===== config.mk =====
export PLATFORM = sky130hd
export DESIGN_NAME = uart_tx_arb_flat
export DESIGN_NICKNAME = d
export VERILOG_FILES = /design/src/rtl/uart_arb_pkg.sv /design/src/rtl/uart_tx_arb_if.sv /design/src/rtl/uart_rr_pick.sv /design/src/rtl/uart_tx_arb.sv /design/src/flat_wrapper.sv
export SDC_FILE = /design/constraint.sdc
export NUM_CORES = 1
export LEC_CHECK = 0
export CAP_MARGIN = 20
export CELL_PAD_IN_SITES_DETAIL_PLACEMENT = 0
export CELL_PAD_IN_SITES_GLOBAL_PLACEMENT = 1
export CORE_MARGIN = 2
export CORE_UTILIZATION = 30
export DETAILED_ROUTE_END_ITERATION = 8
export GPL_TIMING_DRIVEN = 0
export PLACE_DENSITY = 0.75
export REMOVE_ABC_BUFFERS = 1
export SLEW_MARGIN = 20
export SYNTH_ARGS = -nofsm -noshare
export SYNTH_HDL_FRONTEND = slang
export SYNTH_SLANG_ARGS = --single-unit

===== constraint.sdc =====
create_clock -name fpga_sysclk -period 1.9 [get_ports fpga_sysclk]
set_clock_uncertainty 0.05 [all_clocks]
set_input_delay 0.475 -clock fpga_sysclk [delete_from_list [all_inputs] [get_ports fpga_sysclk]]
set_output_delay 0.475 -clock fpga_sysclk [all_outputs]
set_load 0.02 [all_outputs]

===== src/rtl/uart_arb_pkg.sv =====
// Shared types and defaults for the UART transmit arbiter.
package uart_arb_pkg;

  localparam logic [7:0]  TAG_BASE_DEF  = 8'hF0;
  localparam int unsigned MAX_BURST_DEF = 64;
  localparam int unsigned IDLE_TMO_DEF  = 1023;

  typedef enum logic [2:0] {
    ST_ARB,
    ST_TAG,
    ST_LOAD,
    ST_SEND,
    ST_WAIT_BUSY,
    ST_WAIT_DONE
  } state_t;

endpackage


===== src/rtl/uart_tx_arb_if.sv =====
// Requester byte streams plus the TX engine handshake, shared by arbiter and environment.
interface uart_tx_arb_if #(
  parameter int unsigned N_REQ = 4
);
  localparam int unsigned GW = $clog2(N_REQ);

  logic [N_REQ-1:0]   req_valid;
  logic [8*N_REQ-1:0] req_data;
  logic [N_REQ-1:0]   req_last;
  logic [N_REQ-1:0]   req_ready;
  logic [7:0]         tx_byte;
  logic               tx_req;
  logic               tx_idle;
  logic [GW-1:0]      grant_id;
  logic               busy;

  modport master (
    input  req_valid, req_data, req_last, tx_idle,
    output req_ready, tx_byte, tx_req, grant_id, busy
  );

  modport slave (
    output req_valid, req_data, req_last, tx_idle,
    input  req_ready, tx_byte, tx_req, grant_id, busy
  );
endinterface


===== src/rtl/uart_rr_pick.sv =====
// Combinational round-robin picker: first set request after 'last', wrapping.
module uart_rr_pick #(
  parameter int unsigned N_REQ = 4,
  localparam int unsigned GW   = $clog2(N_REQ)
) (
  input  logic [N_REQ-1:0] req,
  input  logic [GW-1:0]    last,
  output logic             found,
  output logic [GW-1:0]    winner
);

  always_comb begin
    found  = 1'b0;
    winner = '0;
    for (int unsigned i = 1; i <= N_REQ; i++) begin
      if (!found && req[(32'(last) + i) % N_REQ]) begin
        found  = 1'b1;
        winner = GW'((32'(last) + i) % N_REQ);
      end
    end
  end

endmodule


===== src/rtl/uart_tx_arb.sv =====
// Round-robin arbiter sharing one UART TX engine among N_REQ byte streams,
// keeping each granted message contiguous and optionally prefixing a tag byte.
module uart_tx_arb
  import uart_arb_pkg::*;
#(
  parameter int unsigned N_REQ     = 4,
  parameter int unsigned ID_PREFIX = 1,
  parameter logic [7:0]  TAG_BASE  = TAG_BASE_DEF,
  parameter int unsigned MAX_BURST = MAX_BURST_DEF,
  parameter int unsigned IDLE_TMO  = IDLE_TMO_DEF
) (
  input  logic           fpga_sysclk,
  input  logic           rst_fpga_,
  uart_tx_arb_if.master  bus
);

  localparam int unsigned GW = $clog2(N_REQ);

  state_t           state;
  logic [GW-1:0]    grant_q;
  logic [GW-1:0]    last_grant;
  logic [7:0]       cnt;
  logic [15:0]      tmo;
  logic [7:0]       tx_byte_q;
  logic             is_tag;
  logic             last_cap;

  logic             found;
  logic [GW-1:0]    winner;
  logic [7:0]       sel_data;
  logic [N_REQ-1:0] ready;

  uart_rr_pick #(.N_REQ(N_REQ)) u_pick (
    .req    (bus.req_valid),
    .last   (last_grant),
    .found  (found),
    .winner (winner)
  );

  assign sel_data = bus.req_data[8*int'(grant_q) +: 8];

  always_comb begin
    ready = '0;
    if (state == ST_LOAD) ready[grant_q] = 1'b1;
  end

  assign bus.req_ready = ready;
  assign bus.tx_req    = (state == ST_SEND) && bus.tx_idle;
  assign bus.tx_byte   = tx_byte_q;
  assign bus.grant_id  = grant_q;
  assign bus.busy      = (state != ST_ARB);

  always_ff @(posedge fpga_sysclk or negedge rst_fpga_) begin
    if (!rst_fpga_) begin
      state      <= ST_ARB;
      grant_q    <= '0;
      last_grant <= GW'(N_REQ - 1);
      cnt        <= '0;
      tmo        <= '0;
      tx_byte_q  <= '0;
      is_tag     <= 1'b0;
      last_cap   <= 1'b0;
    end else begin
      case (state)
        ST_ARB: begin
          if (found) begin
            grant_q    <= winner;
            last_grant <= winner;
            cnt        <= '0;
            tmo        <= '0;
            state      <= (ID_PREFIX != 0) ? ST_TAG : ST_LOAD;
          end
        end
        ST_TAG: begin
          tx_byte_q <= TAG_BASE | 8'(grant_q);
          is_tag    <= 1'b1;
          state     <= ST_SEND;
        end
        ST_LOAD: begin
          if (bus.req_valid[grant_q]) begin
            tx_byte_q <= sel_data;
            last_cap  <= bus.req_last[grant_q];
            cnt       <= cnt + 8'd1;
            state     <= ST_SEND;
          end else if (tmo == 16'(IDLE_TMO)) begin
            state <= ST_ARB;
          end else begin
            tmo <= tmo + 16'd1;
          end
        end
        ST_SEND: begin
          if (bus.tx_idle) state <= ST_WAIT_BUSY;
        end
        ST_WAIT_BUSY: begin
          if (!bus.tx_idle) state <= ST_WAIT_DONE;
        end
        ST_WAIT_DONE: begin
          if (bus.tx_idle) begin
            // A forced release leaves the message open; the next grant re-tags it.
            if (is_tag) begin
              is_tag <= 1'b0;
              state  <= ST_LOAD;
            end else if (last_cap || cnt == 8'(MAX_BURST)) begin
              state <= ST_ARB;
            end else begin
              tmo   <= '0;
              state <= ST_LOAD;
            end
          end
        end
        default: state <= ST_ARB;
      endcase
    end
  end

endmodule


===== src/flat_wrapper.sv =====
// flat-port wrapper written by rule: the top's interface ports become plain ports
module uart_tx_arb_flat import uart_arb_pkg::*;
#(
  parameter int unsigned N_REQ     = 4,
  parameter int unsigned ID_PREFIX = 1,
  parameter logic [7:0]  TAG_BASE  = TAG_BASE_DEF,
  parameter int unsigned MAX_BURST = MAX_BURST_DEF,
  parameter int unsigned IDLE_TMO  = IDLE_TMO_DEF
)
  (fpga_sysclk, rst_fpga_, bus_req_valid, bus_req_data, bus_req_last, bus_tx_idle, bus_req_ready, bus_tx_byte, bus_tx_req, bus_grant_id, bus_busy);
  uart_tx_arb_if #(.N_REQ(N_REQ)) bus_i ();
  input  logic fpga_sysclk;
  input  logic rst_fpga_;
  input wire logic [$bits(bus_i.req_valid)-1:0] bus_req_valid;
  input wire logic [$bits(bus_i.req_data)-1:0] bus_req_data;
  input wire logic [$bits(bus_i.req_last)-1:0] bus_req_last;
  input wire logic [$bits(bus_i.tx_idle)-1:0] bus_tx_idle;
  output wire logic [$bits(bus_i.req_ready)-1:0] bus_req_ready;
  output wire logic [$bits(bus_i.tx_byte)-1:0] bus_tx_byte;
  output wire logic [$bits(bus_i.tx_req)-1:0] bus_tx_req;
  output wire logic [$bits(bus_i.grant_id)-1:0] bus_grant_id;
  output wire logic [$bits(bus_i.busy)-1:0] bus_busy;
  assign bus_i.req_valid = bus_req_valid;
  assign bus_i.req_data = bus_req_data;
  assign bus_i.req_last = bus_req_last;
  assign bus_i.tx_idle = bus_tx_idle;
  assign bus_req_ready = bus_i.req_ready;
  assign bus_tx_byte = bus_i.tx_byte;
  assign bus_tx_req = bus_i.tx_req;
  assign bus_grant_id = bus_i.grant_id;
  assign bus_busy = bus_i.busy;
  uart_tx_arb #(.N_REQ(N_REQ), .ID_PREFIX(ID_PREFIX), .TAG_BASE(TAG_BASE), .MAX_BURST(MAX_BURST), .IDLE_TMO(IDLE_TMO)) u_core (.fpga_sysclk(fpga_sysclk), .rst_fpga_(rst_fpga_), .bus(bus_i));
endmodule

==> impl_metrics.csv, run 1 <==
group,metric,value,unit
worst_setup_path,start_kind,"register",
synth,yosysMostFrequentCell,"dfrtp_1",
routing,vias_per_cell,5.312,
synth,synth_top_area_cell,"dfrtp_1",
worst_setup_path,worstReg2RegEnd,"u_core.state[1]",
floorplan,placementRows,33,
synth,ys_seq_area_share,40.12,%
routing,drtIter0Drc,69,
routing,drcViolationCount,0,
sta,finalCritPeriodShare,112.4,%
synth,synth_top_area_share,38.07,%
global_routing,grt_max_degree,23,
synth,yosys-top-cells-area,"dfrtp_1 38%, mux4_2 4.4%, mux4_1 4.1%",
synth,synth_cell_types,55,
synth,syn_inst,269,
clock_network,clk_latency,300,ps
finish,nNetsFinal,408,
clock_network,htree_levels,2,
synth,synth_flop_cell,"dfrtp_1",
global_routing,grt_overflow,0,
routing,final_antenna_net_count,0,
worst_setup_path,path_max_fanout,3,
finish,num_antenna_cells,0,
finish,drive_above_1_share,29.75,%
clock_network,cts_tree,"built",
run_status,violations,"setup timing",
worst_setup_path,critPathKind,"reg -> reg",
sta,rsz0062_at_grt,"true",
sta,tightest_slew,556.1,ps
routing,wl_per_cell,15.50,um
finish,fillerInstances,749,
worst_setup_path,r2r_cells,6,
place,dp.cells,420,
place,numPortBuffers,58,
global_routing,antenna_found_initial,0,
routing,via_count,2486,
sta,hold_violations,0,
power_and_ir_drop,total_power,5.211,mW
sta,maxSlewViolCount,0,
synth,synthArstFlopShare,100.0,%
floorplan,initial_core_util,31.05,%
flow_run,drv_cap,0,
worst_setup_path,end_kind,"register",
global_routing,grt_pass1_wl,11440,um
floorplan,die_h,96.44,um
floorplan,core_area,0.008258,mm^2
run_status,status,"finished, violations left",
sta,postLayoutSetupSlackWorst,-236.2,ps
power_and_ir_drop,powerDensity,1325,mW/mm^2
power_and_ir_drop,power.leakage,1.639,nW
power_and_ir_drop,ir_drop,730.6,uV
clock_network,numCtsBuffers,5,
sta,period_minus_slack,2136,ps
clock_network,clk_pin_slew_worst_paths,80,ps
place,place_congestion,0.7873,
worst_setup_path,crit_required,2040,ps
finish,syn2layout_area_growth,53.39,%
floorplan,design.die.area,0.009301,mm^2
synth,avgSynthCellArea,9.531,um^2
clock_network,cts_buffer_depth,2,
sta,fmax,468.1,MHz
worst_setup_path,arrival,2270,ps
worst_setup_path,regToRegSetupSlack,-240,ps
synth,synth_commonest_cells,"39 x dfrtp_1, 23 x nand2_1, 23 x nor2_1",
synth,ys_warn_count,0,
floorplan,die_x,96.44,um
global_routing,grt_pass1_vias,2363,
floorplan,ios,59,
synth,synth-seq-cells,41,
routing,wl,7253,um
sta,fin_setup_tns,-2630,ps
hold_path,hold_path.class,"in -> async",
routing,firstDrtPassIters,4,
synth,syn_area,0.002564,mm^2
clock_network,root_buffer,"clkbuf_8",
place,dp_hpwl,4278,um
worst_setup_path,worstReg2RegStart,"u_core.bus.grant_id[0]",
global_routing,grt_use_total,15.84,%
sta,maxSlewHeadroom,62.84,%
finish,final_cells,468,
clock_network,clock-sinks,41,
sta,setup_viol,24,
clock_network,ctsHoldBuffers,0,
synth,synth_edf_count,0,
## how the worst max path moves through the flow
stage	start	endpoint	depth (start not counted)
global route	u_core.bus.grant_id[0]	u_core.state[1]	6
CTS	u_core.bus.grant_id[0]	u_core.state[1]	6
global placement	bus_req_valid[3]	u_core.bus.tx_byte[0]	5
floorplan	u_core.bus.grant_id[0]	u_core.bus.tx_byte[0]	4
finish	u_core.bus.grant_id[0]	u_core.state[1]	6
detailed placement	bus_req_valid[3]	u_core.bus.tx_byte[0]	5
## layout by cell type, fill, tap and decap left out, types with 10 or more instances in the layout
master	Yosys	layout
nand2_1	23	20
o21ai_1	21	22
and3_1	12	10
buf_4	0	30
nor2_1	23	21
a21oi_1	14	13
buf_6	2	11
clkdlybuf4s50_1	0	44
nand3_1	14	13
dfrtp_1	39	34
## worst max-delay path, stage by stage (launching register included)
cell	delay (ps)
dfrtp_4	420
mux4_2	520
buf_6	150
a41oi_4	250
nand2_2	120
o211ai_1	150
mux2_2	370
## kinds of logic (layout without fill, tap and decap cells)
family	after synthesis	after routing	share of synthesized area, %
compound gates	77	78	19.62
xor+xnor	5	5	1.708
fa+ha+maj	3	3	1.464
buf+inv	22	114	3.953
flops	41	41	40.12
mux	15	15	11.03
simple gates	106	107	22.11
## registers in the layout, indices dropped and copies added, names as in the netlist
name,flops
u_core.tmo,16
u_core.bus.tx_byte,8
u_core.cnt,8
u_core.state,3
u_core.bus.grant_id,2
u_core.last_grant,2
u_core.is_tag,1
u_core.last_cap,1
## per-layer routing
| layer | vias to the layer above | track usage, % | share of wire (%) | wire (um) |
|---|---|---|---|---|
| met5 | - | 0 | 0 | 0 |
| met4 | 0 | 4.460 | 1.2 | 86 |
| met3 | 8 | 3.646 | 4.7 | 341 |
| met2 | 67 | 26.91 | 51 | 3711 |
| met1 | 1209 | 20.25 | 43 | 3114 |
| li1 | 1202 | - | - | - |
## area by class of cell
cell class / instances / area (um^2) / share of cell area [%]
inverter: 9 / 36.28 / 0.9227
tap: 105 / 131.4 / 3.341
clock inverter: 1 / 30.03 / 0.7636
sequential: 41 / 1040 / 26.44
clock buffer: 7 / 86.33 / 2.195
timing repair buffer: 97 / 915.9 / 23.29
multi-input combinational: 208 / 1693 / 43.05
## what timing repair did
item | in CTS | in global routing
endpoints found under the setup margin | 43 | 35
setup buffers | 33 | 8
cloned | 2 | 1
resized for setup | 84 | 27
pin swaps | 17 | 12
## where the power goes
part	total, mW	switching [mW]	leakage, nW	internal [mW]
sequential	1.31	0.202	0.518	1.11
clock	0.744	0.315	0.0585	0.429
combinational	3.16	1.60	1.06	1.55
total	5.21	2.12	1.64	3.09
## through the flow
step	hold WS, ps	area (um^2)	worst slack [ps]	utilization [%]
after floorplan	129.4	2496	-648.0	-
after global placement	426.1	3208	-1229	38.85
after detailed placement	422.3	3223	-1280	39.03
after CTS	102.9	3775	-170.1	45.71
after global routing	127.9	3933	-290.6	47.62
final	80.62	3933	-236.2	47.62
Note: power is estimated with default switching activity, not from simulation.
==> inputs of run 2 (changes only) <==
CORE_UTILIZATION = 34   (was 30)
GPL_TIMING_DRIVEN = default   (was 0)
PLACE_DENSITY = 0.83   (was 0.75)
SLEW_MARGIN = default   (was 20)
==> run 2 against run 1 <==
  * The run still ends with setup timing left
  * Register-to-register slack better by 170 ps
  * Non-clock buffer count grew 26
  * Largest cell class unchanged
  * Hold slack better by 110 ps
  * Highest routed layer unchanged
  * Sequential power decreased by 4%
  * Critical path depth is 1 lower
  * Wire length down 2.6%
  * Final cell count increased by 4.1%
  * Sequential share of layout area decreased by 0.85 points
  * Global-route usage rose by 0.96 points
==> impl_metrics.csv, run 2 (synthesized netlist as in run 1, its figures left out) <==
group,metric,value,unit
worst_setup_path,end_kind,"register",
power_and_ir_drop,pwr-share-clk,14.3,%
routing,wl,7061,um
floorplan,ios,59,
routing,firstDrtPassIters,4,
clock_network,cts_buffer_depth,2,
global_routing,grt_max_degree,42,
run_status,status,"finished, violations left",
clock_network,numCtsBuffers,5,
worst_setup_path,worstReg2RegStart,"u_core.bus.grant_id[0]",
clock_network,root_buffer,"clkbuf_8",
clock_network,cts_tree,"built",
sta,fmax,507.6,MHz
finish,syn2layout_area_growth,56.95,%
worst_setup_path,crit_slowest_cell,"mux4_2",
finish,layout_common_cells,"61 x buf_4, 45 x clkdlybuf4s50_1, 38 x dfrtp_1",
routing,vias_per_cell,5.209,
worst_setup_path,crit_required,2030,ps
worst_setup_path,path_max_fanout,8,
worst_setup_path,critPathKind,"reg -> reg",
power_and_ir_drop,powerDensity,1281,mW/mm^2
clock_network,clock-sinks,41,
power_and_ir_drop,p_sw_share,39.35,%
worst_setup_path,start_kind,"register",
worst_setup_path,slowest_delay,570,ps
floorplan,die_h,90.84,um
power_and_ir_drop,power.leakage,1.761,nW
clock_network,htree_levels,2,
power_and_ir_drop,pwr-share-seq,24.5,%
floorplan,core_area,0.007292,mm^2
sta,period_minus_slack,1970,ps
clock_network,ctsHoldBuffers,0,
power_and_ir_drop,p_int,3.126,mW
hold_path,hold_path.class,"in -> async",
finish,nNetsFinal,433,
routing,final_antenna_net_count,0,
place,dp_hpwl,5105,um
global_routing,grt_overflow,0,
place,place_congestion,0.8438,
finish,drive_above_1_share,32.47,%
floorplan,placementRows,31,
routing,drcViolationCount,0,
place,numPortBuffers,58,
sta,hold_violations,0,
sta,setup_viol,15,
finish,largest_register_ffs,16,
sta,finalCritPeriodShare,103.7,%
power_and_ir_drop,ir_drop,914.0,uV
sta,tightest_slew,553.0,ps
global_routing,antenna_found_initial,0,
finish,final_common_cell,"buf_4",
global_routing,grt_pass1_vias,2515,
sta,postLayoutSetupSlackWorst,-70.05,ps
routing,wl_per_cell,14.50,um
finish,fin_util,55.18,%
floorplan,initial_core_util,35.16,%
floorplan,die_x,90.84,um
sta,fin_setup_tns,-555.1,ps
sta,maxSlewViolCount,0,
floorplan,design.die.area,0.008251,mm^2
flow_run,drv_cap,0,
worst_setup_path,critPathLaunch,"u_core.bus.grant_id[0]",
power_and_ir_drop,combPwrFrac,61.2,%
run_status,violations,"setup timing",
finish,regMostFlops,"u_core.tmo",
finish,num_antenna_cells,0,
global_routing,grt_pass1_wl,11420,um
routing,via_count,2537,
sta,maxSlewHeadroom,63.13,%
worst_setup_path,arrival,2100,ps
global_routing,grt_use_total,16.80,%
routing,drtIter0Drc,113,
sta,rsz0062_at_grt,"true",
clock_network,clk_latency,290,ps
clock_network,clk_pin_slew_worst_paths,90,ps
power_and_ir_drop,total_power,5.155,mW
worst_setup_path,path_cells,"mux4_2, a41oi_4, o221ai_4, clkbuf_16, a22o_1",
power_and_ir_drop,p_sw,2.029,mW
[run 2: changes by cell type in the layout (fill, tap and decap cells not counted), moves of 3 or more]
| cell | before | now |
|---|---|---|
| buf_4 | 30 | 61 |
| buf_6 | 11 | 6 |
| o21ai_1 | 22 | 17 |
| dfrtp_1 | 34 | 38 |
| dlygate4sd2_1 | 2 | 6 |
| clkdlybuf4s15_1 | 3 | 0 |
| o21ai_0 | 8 | 11 |
[run 2: per-stage QoR]
| step | setup slack (ps) | area, um^2 | hold slack (ps) | std cells |
|---|---|---|---|---|
| floorplan | -648.0 | 2496 | 129.4 | 256 |
| global placement | -520.4 | 3659 | 436.6 | 473 |
| detailed placement | -567.6 | 3659 | 440.9 | 473 |
| CTS | -50.18 | 3825 | 211.8 | 485 |
| global route | -125.8 | 4024 | 245.4 | 487 |
| finish | -70.05 | 4024 | 194.0 | 487 |
[run 2: power groups by stage]
stage | clock network [mW] | registers [mW] | logic [mW]
2_1_floorplan | 0 | 1.48 | 1.17
3_3_place_gp | 0 | 1.25 | 2.66
3_5_place_dp | 0 | 1.27 | 2.69
4_1_cts | 0.757 | 1.26 | 2.77
5_1_grt | 0.793 | 1.29 | 3.41
6_report | 0.740 | 1.26 | 3.15
[run 2: path summary, 6_finish.rpt]
path                                           to  slack, ps  cells after the start
setup / recovery                    u_core.tmo[1]        -70                      5
min in group fpga_sysclk           u_core.tmo[11]        450                      1
hold reg to reg                    u_core.tmo[11]        450                      1
max in group asynchronous  u_core.bus.grant_id[1]       1200                      2
setup reg to reg                    u_core.tmo[1]        -70                      5
hold / removal                      u_core.cnt[7]        190                      2
[run 2: layer usage]
layer	routed length [um]	GRT usage, %
met1	3094	21.49
met2	3508	29.04
met3	440	4.424
met4	18	2.778
met5	0	0
[run 2: layout make-up]
cell class,instances,area (um^2)
Fill cell,675,3268
Multi-Input combinational cell,207,1632
Timing Repair Buffer,123,1089
Sequential cell,41,1030
Tap cell,99,123.9
Clock buffer,7,86.33
Inverter,9,33.78
Clock inverter,1,30.03
[run 2: repair_timing]
action                                 in CTS  in global routing
setup buffers                               3                  1
endpoints found under the hold margin       0                  0
setup endpoints to repair                  41                 34
gates resized for setup                    46                 37
pin swaps                                   5                 19
cloned                                      1                  2
[run 2: critical path, delay by kind of cell (launching register included)]
| family | cells | cell delay, ps |
|---|---|---|
| multiplexers | 1 | 570 |
| buffers and inverters | 1 | 200 |
| AO/OA/AOI/OAI | 3 | 630 |
| flip-flops | 1 | 400 |
